==> src/rtl/wasm_operand_stack_if.sv <==
// Operand-stack port bundle: op/din from the execute stage, stack state back to it.
// Optional high-water-mark output is present when WASM_STACK_HWM_EN is defined.
interface wasm_operand_stack_if #(
    parameter int unsigned WIDTH = 64,
    parameter int unsigned CNT_W = 5
);
    logic [2:0]       op;
    logic [WIDTH-1:0] din;
    logic [WIDTH-1:0] top;
    logic [WIDTH-1:0] next;
    logic [CNT_W-1:0] count;
    logic             empty;
    logic             full;
    logic [2:0]       trap;
`ifdef WASM_STACK_HWM_EN
    logic [CNT_W-1:0] hwm;
`endif

    modport master (
        output op, din,
        input  top, next, count, empty, full, trap
`ifdef WASM_STACK_HWM_EN
        , input hwm
`endif
    );

    modport slave (
        input  op, din,
        output top, next, count, empty, full, trap
`ifdef WASM_STACK_HWM_EN
        , output hwm
`endif
    );
endinterface

==> src/rtl/wasm_operand_stack.sv <==
// WebAssembly operand stack: TOS/NOS in registers, deeper entries in a spill array.
// Define WASM_STACK_HWM_EN to add the hwm (high-water mark) output.
module wasm_operand_stack #(
    parameter int unsigned WIDTH = 64,
    parameter int unsigned DEPTH = 16,
    parameter int unsigned CNT_W = 5
) (
    input logic                 clk,
    input logic                 reset,
    wasm_operand_stack_if.slave bus
);
    localparam int unsigned MEM_D = (DEPTH > 2) ? DEPTH - 2 : 1;
    localparam int unsigned AW    = (MEM_D > 1) ? $clog2(MEM_D) : 1;

    localparam logic [2:0] OpNop     = 3'd0;
    localparam logic [2:0] OpPush    = 3'd1;
    localparam logic [2:0] OpPop     = 3'd2;
    localparam logic [2:0] OpReplace = 3'd3;
    localparam logic [2:0] OpBinop   = 3'd4;
    localparam logic [2:0] OpDup     = 3'd5;

    localparam logic [2:0] TrapNone      = 3'd0;
    localparam logic [2:0] TrapOverflow  = 3'd1;
    localparam logic [2:0] TrapUnderflow = 3'd2;
    localparam logic [2:0] TrapInvalid   = 3'd3;

    logic [WIDTH-1:0] top_q, top_d, next_q, next_d;
    logic [CNT_W-1:0] count_q, count_d;
    logic [2:0]       trap_q, trap_d;
    logic [WIDTH-1:0] mem [MEM_D];
    logic             spill_we;
    logic [AW-1:0]    rd_idx, wr_idx;
    logic [WIDTH-1:0] refill;
    logic             is_empty, is_full, ge2, ge3;

    assign is_empty = (count_q == '0);
    assign is_full  = (count_q == CNT_W'(DEPTH));
    assign ge2      = (count_q >= CNT_W'(2));
    assign ge3      = (count_q >= CNT_W'(3));
    assign rd_idx   = AW'(count_q - CNT_W'(3));
    assign wr_idx   = AW'(count_q - CNT_W'(2));
    // Entry that becomes NOS when the stack shrinks; a vacated NOS reads zero.
    assign refill   = ge3 ? mem[rd_idx] : '0;

    always_comb begin
        top_d    = top_q;
        next_d   = next_q;
        count_d  = count_q;
        trap_d   = trap_q;
        spill_we = 1'b0;
        if (trap_q == TrapNone) begin
            case (bus.op)
                OpNop: ;
                OpPush: begin
                    if (is_full) begin
                        trap_d = TrapOverflow;
                    end else begin
                        next_d   = top_q;
                        top_d    = bus.din;
                        count_d  = count_q + CNT_W'(1);
                        spill_we = ge2;
                    end
                end
                OpPop: begin
                    if (is_empty) begin
                        trap_d = TrapUnderflow;
                    end else begin
                        top_d   = next_q;
                        next_d  = refill;
                        count_d = count_q - CNT_W'(1);
                    end
                end
                OpReplace: begin
                    if (is_empty) trap_d = TrapUnderflow;
                    else          top_d  = bus.din;
                end
                OpBinop: begin
                    if (!ge2) begin
                        trap_d = TrapUnderflow;
                    end else begin
                        top_d   = bus.din;
                        next_d  = refill;
                        count_d = count_q - CNT_W'(1);
                    end
                end
                OpDup: begin
                    if (is_empty) begin
                        trap_d = TrapUnderflow;
                    end else if (is_full) begin
                        trap_d = TrapOverflow;
                    end else begin
                        next_d   = top_q;
                        count_d  = count_q + CNT_W'(1);
                        spill_we = ge2;
                    end
                end
                default: trap_d = TrapInvalid;
            endcase
        end
    end

    always_ff @(posedge clk or posedge reset) begin
        if (reset) begin
            top_q   <= '0;
            next_q  <= '0;
            count_q <= '0;
            trap_q  <= TrapNone;
        end else begin
            top_q   <= top_d;
            next_q  <= next_d;
            count_q <= count_d;
            trap_q  <= trap_d;
        end
    end

    // Spill contents are don't-care after reset, so the array is not reset.
    always_ff @(posedge clk) begin
        if (spill_we) mem[wr_idx] <= next_q;
    end

    assign bus.top   = top_q;
    assign bus.next  = next_q;
    assign bus.count = count_q;
    assign bus.empty = is_empty;
    assign bus.full  = is_full;
    assign bus.trap  = trap_q;

`ifdef WASM_STACK_HWM_EN
    logic [CNT_W-1:0] hwm_q;

    // Faulting ops leave count unchanged, so gating on trap_q alone is enough.
    always_ff @(posedge clk or posedge reset) begin
        if (reset) begin
            hwm_q <= '0;
        end else if (trap_q == TrapNone && count_d > hwm_q) begin
            hwm_q <= count_d;
        end
    end

    assign bus.hwm = hwm_q;
`endif
endmodule

==> src/flat_wrapper.sv <==
// flat-port wrapper written by rule: the top's interface ports become plain ports
module wasm_operand_stack_flat 
#(
    parameter int unsigned WIDTH = 64,
    parameter int unsigned DEPTH = 16,
    parameter int unsigned CNT_W = 5
)
  (clk, reset, bus_op, bus_din, bus_top, bus_next, bus_count, bus_empty, bus_full, bus_trap);
  wasm_operand_stack_if #(.WIDTH(WIDTH), .CNT_W(CNT_W)) bus_i ();
  input logic clk;
  input logic reset;
  input wire logic [$bits(bus_i.op)-1:0] bus_op;
  input wire logic [$bits(bus_i.din)-1:0] bus_din;
  output wire logic [$bits(bus_i.top)-1:0] bus_top;
  output wire logic [$bits(bus_i.next)-1:0] bus_next;
  output wire logic [$bits(bus_i.count)-1:0] bus_count;
  output wire logic [$bits(bus_i.empty)-1:0] bus_empty;
  output wire logic [$bits(bus_i.full)-1:0] bus_full;
  output wire logic [$bits(bus_i.trap)-1:0] bus_trap;
  assign bus_i.op = bus_op;
  assign bus_i.din = bus_din;
  assign bus_top = bus_i.top;
  assign bus_next = bus_i.next;
  assign bus_count = bus_i.count;
  assign bus_empty = bus_i.empty;
  assign bus_full = bus_i.full;
  assign bus_trap = bus_i.trap;
  wasm_operand_stack #(.WIDTH(WIDTH), .DEPTH(DEPTH), .CNT_W(CNT_W)) u_core (.clk(clk), .reset(reset), .bus(bus_i));
endmodule
==> config.mk <==
export PLATFORM = sky130hd
export DESIGN_NAME = wasm_operand_stack_flat
export DESIGN_NICKNAME = d
export VERILOG_FILES = /design/src/rtl/wasm_operand_stack_if.sv /design/src/rtl/wasm_operand_stack.sv /design/src/flat_wrapper.sv
export SDC_FILE = /design/constraint.sdc
export NUM_CORES = 1
export LEC_CHECK = 0
export BUFFER_PORTS_ARGS = -buffer_cell sky130_fd_sc_hd__buf_2
export CORE_ASPECT_RATIO = 1.2
export CORE_MARGIN = 3
export CORE_UTILIZATION = 61
export CTS_CLUSTER_SIZE = 28
export DETAILED_ROUTE_END_ITERATION = 10
export HOLD_SLACK_MARGIN = 0.03
export PLACE_DENSITY = 0.77
export SLEW_MARGIN = 30
export SYNTH_ARGS = -nofsm -noshare
export SYNTH_HDL_FRONTEND = slang
export SYNTH_SLANG_ARGS = --single-unit
==> constraint.sdc <==
create_clock -name clk -period 5.9 [get_ports clk]
set_input_delay 1.18 -clock clk [delete_from_list [all_inputs] [get_ports clk]]
set_output_delay 1.18 -clock clk [all_outputs]
set_load 0.02 [all_outputs]
Yosys cells after proc, flatten, opt, wreduce, memory -nomap -nowiden
Memory sizes are Yosys's and may differ from the RTL's. Cells that the tools add are included.

Muxes and demuxes: 27. Reduce and logical (&&, ||, !) cells: 9. Bitwise gates (word level): 1. $add $sub $neg: 4. Eq/ne operators: 13. $lt $le $gt $ge: 2.

Operator list (count): $mux W64 (9); $pmux W64 S4 (2); $mux W5 (4); $pmux W5 S4 (1); $pmux W3 S5 (1); $mux W3 (4); $ge A5 B2 Y1 const B (2); $ne A2 B2 Y1 const B (5); $reduce_bool A4 Y1 (2); $sub A4 B2 Y4 const B (2); $eq A3 B2 Y1 const B (2); $eq A3 B3 Y1 const B (2); $logic_not A3 Y1 (2); $reduce_and A6 Y1 (1); $add A5 B1 Y5 const B (1); $eq A5 B5 Y1 const B (1); $logic_not A5 Y1 (1); $mux W1 (5); $reduce_and A5 Y1 (1); $sub A5 B1 Y5 const B (1); $ne A2 B1 Y1 const B (2); $reduce_and A4 Y1 (1); $eq A3 B1 Y1 const B (1); $pmux W1 S2 (1); other kinds (2) (2).

Memory bits (writable): 896. Memories kept: 1. Input port bits: 69. Flip-flop bits (word level): 136.

Memories: u_core.mem (depth 14, bits a word 64, read ports 1, clocked after Yosys merged registers in 0, write ports 1, line wasm_operand_stack.sv:30) `logic [WIDTH-1:0] mem [MEM_D];`.

Depth between registers and ports, before layout
Depth after elaboration: 7. Mapped depth: 14.

Least setup slack after synthesis
No wires, ideal clock.

Path type: register to register. Start: reg u_core.count_q[0], in the netlist u_core.bus.count[0]. End: mem u_core.mem[11][0] (enable). Slack: 1.465 ns. Arrival: 4.006 ns. Cell stages (with the launch flop): 12. Period minus slack after synthesis: 4.435 ns. Cell sequence: dfrtp_1 > buf_2 > buf_4 > buf_2 > buf_2 > inv_1 > ha_1 > nor3b_1 > nand2_1 > nand4_1 > nor3_1 > and2_1.

Longest elaborated chain between the ends: 7. Elaborated cells on any way between the ends: 10.

Ends and longest elaborated chain: start, declared (line wasm_operand_stack.sv:28) `logic [CNT_W-1:0] count_q, count_d;`; start signal, assigned (line wasm_operand_stack.sv:111) `count_q <= count_d;`; $ge A5 B2 Y1 or $eq A5 B5 Y1 (tied branches) (line wasm_operand_stack.sv:38, wasm_operand_stack.sv:37); $mux W1 (line wasm_operand_stack.sv:55, wasm_operand_stack.sv:89); $mux W1 (line wasm_operand_stack.sv:87) `if (is_empty) begin`; $pmux W1 S2 (line wasm_operand_stack.sv:52) `case (bus.op)`; $mux W1 (line wasm_operand_stack.sv:51) `if (trap_q == TrapNone) begin`; $mux W1 (line wasm_operand_stack.sv:118) `if (spill_we) mem[wr_idx] <= next_q;`; $mux W1 (not written as such) (line wasm_operand_stack.sv:118); end, declared (line wasm_operand_stack.sv:30).

Parallel ways exist; a longest one is shown, timed or not.

Final worst setup path
Start: reg u_core.count_q[0], in the netlist u_core.bus.count[0]. End: mem u_core.mem[0][44] (enable).

The elaborated chain is that of the path after synthesis.

==> impl_summary.md <==
Global routing
The most congested layer reported by global routing is met2. The total track usage is ~29%. Entering global routing, the biggest net connects ~110 pins. The global-route met1 utilization is between 40% and 50%.

The initial antenna violation count is 2. The via count of the first global-routing pass was ~22000. The global-route congestion overflow total is 0. The first global-routing pass estimated between 100000 and 150000 um of wire. For this run, global-route usage on met2 was measured as between 40% and 50%. The global-route track usage on met3 is slightly above 5%.

Layout
Of the cells placed in the final design, the portion with a size suffix greater than 1 is 32.4%. The most common cell after layout, fill and taps aside is sky130_fd_sc_hd__edfxtp_1. After the flow finishes, the layout carries non-filler instances totaling roughly 3200. Fill cells in the final layout number ~3800. In the layout the commonest cells are sky130_fd_sc_hd__edfxtp_1, sky130_fd_sc_hd__buf_2, sky130_fd_sc_hd__mux4_2. Relative to the synthesized area, the layout overhead comes to 13.5%. The area taken by multi-input logic gates is between 9000 and 10000 um2.

In the final layout, flip-flops and latches occupy 30300 um2. After the last flow step, the layout net total stands at approximately 2300.

Worst hold path
The path class of the tightest hold or removal check is register to register.

Timing
The worst-case clock skew is roughly 22 ps. The number of hold violations in the final report is 0. At the pin with the least slew margin, the transition time is 957 ps. Setup repair after global routing left no endpoint under its margin. The headroom to the max-slew limit is approximately 36%. The post-layout minimum cycle time is approximately 4000 ps.

The final worst slack is ~1900 ps. Of the available clock period, the critical path in the final layout requires about two thirds. The count of pins over their slew limit is 0.

The top achievable clock speed is 248 MHz. The final count of negative-setup-slack endpoints is 0. Summed over all failing endpoints, the final setup total negative slack is 0 ps.

Logic synthesis
The most frequently used flop master after synthesis is sky130_fd_sc_hd__edfxtp_1. The count of mapped cells out of synthesis is 2029. The netlist area before placement is around 41000 um2. The async set or reset register ratio after synthesis is approximately an eighth. The share of the synthesized area in the top cell type is between 60 and 70%. Counting every net in the synthesized netlist gives between 2000 and 2500.

Of all cell types, the one taking the most synthesized area is sky130_fd_sc_hd__edfxtp_1. The sequential cell area fraction in the yosys report is roughly three quarters. The number of different library cells in the post-synthesis netlist is 48. After synthesis, the cell types taking the most area are sky130_fd_sc_hd__edfxtp_1, sky130_fd_sc_hd__mux4_2, sky130_fd_sc_hd__dfrtp_1.

The mean instance size in the synthesized netlist is about 20 um2. During synthesis, Yosys emitted a total of 0 warnings. Synthesis inferred 1032 register bits.

The synthesized design contains 896 enable-type register cells.

Critical path
The sum of buffers and inverters on the critical path is 2. The largest fanout of any net on the critical path is between 40 and 50. On the worst path, the slowest cell contributes a delay of ~840 ps. The critical path required time is 6230 ps. The slowest library cell on the worst path is sky130_fd_sc_hd__and2_4. The critical path goes through inv_1 -> ha_1 -> nand2b_1 -> a21oi_1 -> nand4_1 -> nor3_1 -> and2_4 -> buf_4. The worst setup path is captured at a register. The kind of cell with the highest combined delay on the critical path is simple AND/OR/NAND/NOR gates. The type of element launching the critical path is a register. The worst setup path is of the register to register kind. The signal arrival time at the worst endpoint is between 4000 and 5000 ps.

Clock tree
The number of buffers between clock root and the deepest sink is 3. Buffers inserted to repair hold after CTS numbered 0. The setup fix buffers added after clock tree synthesis is 0.

For the worst-skew pair, the clock arrives at the later sink with an insertion delay of roughly 650 ps. Counting the buffers created by CTS gives 94. The number of H-tree levels is 3. The cell at the root of the clock tree is sky130_fd_sc_hd__clkbuf_16.

The clock-pin slew on the worst setup and hold paths is roughly 60 ps. The clock tree from TritonCTS is built. The clock sink count is between 1000 and 1500. The count of instances resized after the clock tree is built is 0.

Floorplan
From bottom edge to top edge, the die measures around 290 um. The placeable core area is approximately 65000 um2. 207 I/O pins were placed. The die boundary width is ~240 um. The floorplan step defined a die boundary enclosing about 70000 um2. For this configuration, the core starts out at a cell density of 62.2%. The number of cell rows is just over 100.

Run status
The flow ran to the end, and the final reports show no timing, DRC or antenna violations.

Routing
The count of vias placed by the detailed router is about 22000. The detailed router finished its first iteration with ~2500 violations. The final layout contains routed wiring with a total length of ~100000 um. The detailed-route wire length per cell is 30.2 um. The number of design rule violations left after detail routing is 0. The via count normalized by instance count is approximately 6.7. The number of detailed-route iterations in the first pass is 6. The number of antenna-violating nets in the routed design is 0.

Placement
The post-place setup slack is 1650 ps. Once detailed placement completed, the half-perimeter wirelength came to roughly 50000 um. The final RePlAce weighted congestion is slightly above 0.8. The count of buffers from port buffering is about 200.

The placed instance count is 3048.

Power and ir drop
In this run the static leakage power is ~16 nW. The power density normalized to cell area is approximately 530 nW/um2. The overall power of the completed layout is roughly 24 mW. The maximum resistive drop on vdd is 0.434 mV.

Job
Across the run, the number of max-cap violations was 0.
final cells by class:
type,count,area share (%)
multi-input cells,802,20.6
inverters,75,0.628
clock buffers,123,5.64
repair buffers,257,3.36
diodes,1,0.00544
flip-flops and latches,1032,65.9
well taps,884,2.40
clock inverters,55,1.46
power breakdown:
part / total, mW / internal [mW] / switching [mW]
logic: 7.16 / 3.17 / 3.99
clock network: 6.39 / 3.70 / 2.69
registers: 10.7 / 9.30 / 1.43
total: 24.3 / 16.2 / 8.11
cell usage after synthesis (4+ instances only):
cell	n
sky130_fd_sc_hd__clkbuf_1	45
sky130_fd_sc_hd__nor2b_1	4
sky130_fd_sc_hd__a221oi_1	64
sky130_fd_sc_hd__and2_1	14
sky130_fd_sc_hd__mux2_4	60
sky130_fd_sc_hd__nand3_1	65
sky130_fd_sc_hd__dfrtp_1	136
sky130_fd_sc_hd__buf_2	56
sky130_fd_sc_hd__o211ai_1	64
sky130_fd_sc_hd__mux2_2	69
sky130_fd_sc_hd__buf_6	8
sky130_fd_sc_hd__o22ai_1	65
sky130_fd_sc_hd__mux2i_1	64
sky130_fd_sc_hd__a21oi_1	7
sky130_fd_sc_hd__mux4_2	192
sky130_fd_sc_hd__nand2_1	71
sky130_fd_sc_hd__o21ai_0	7
sky130_fd_sc_hd__nor3b_1	4
sky130_fd_sc_hd__nor3_1	6
sky130_fd_sc_hd__ha_1	9
sky130_fd_sc_hd__edfxtp_1	896
sky130_fd_sc_hd__inv_1	75
sky130_fd_sc_hd__buf_1	8
worst register-to-register path, cell delays in order (launching register included):
cell,delay (ps)
sky130_fd_sc_hd__dfrtp_4,670
sky130_fd_sc_hd__inv_1,270
sky130_fd_sc_hd__ha_1,290
sky130_fd_sc_hd__nand2b_1,110
sky130_fd_sc_hd__a21oi_1,400
sky130_fd_sc_hd__nand4_1,280
sky130_fd_sc_hd__nor3_1,450
sky130_fd_sc_hd__and2_4,840
sky130_fd_sc_hd__buf_4,390
sequential cells by signal (all words and copies together), names as in the netlist:
signal	flops
u_core.bus.count	5
u_core.bus.next	64
u_core.bus.top	64
u_core.bus.trap	3
u_core.mem	896
cell families (layout without fill, tap and decap cells):
group,Yosys count,after routing,synth area share [%]
mux,385,385,16.4
flops,1032,1032,74.8
buf+inv,195,510,2.15
xor+xnor,6,6,0.130
compound gates,222,222,4.06
simple gates,179,179,2.17
other cells,0,1,0
fa+ha+maj,10,10,0.327
final timing paths:
path / from / endpoint / slack (ps) / cells past startpoint
min reg2reg: u_core.bus.trap[2]$_DFFE_PP0P_ / u_core.bus.trap[2]$_DFFE_PP0P_ / 430 / 0
min: u_core.bus.trap[2]$_DFFE_PP0P_ / u_core.bus.trap[2]$_DFFE_PP0P_ / 430 / 0
max: u_core.bus.count[0]$_DFFE_PP0P_ / u_core.mem[0][44]$_DFFE_PP_ / 1860 / 8
max in group asynchronous: reset / u_core.bus.count[0]$_DFFE_PP0P_ / 4110 / 3
max reg2reg: u_core.bus.count[0]$_DFFE_PP0P_ / u_core.mem[0][44]$_DFFE_PP_ / 1860 / 8
min in group asynchronous: reset / u_core.bus.top[25]$_DFFE_PP0P_ / 680 / 2
routing by layer:
metal	part of all wire, %	vias to the layer above
li1	-	8768
met1	38	11345
met2	50	1349
met3	9.3	202
met4	3.2	2
met5	0.013	-
through the flow:
stage / instance area [um2] / utilization, % / hold slack [ps]
3_5_place_dp: 42700 / 65.4 / 425
4_1_cts: 45900 / 70.5 / 445
6_report: 46000 / 70.5 / 434
5_1_grt: 46000 / 70.5 / 459
3_3_place_gp: 42700 / 65.4 / 399
2_1_floorplan: 40500 / - / 596
Power figures use the tool's default switching activity.
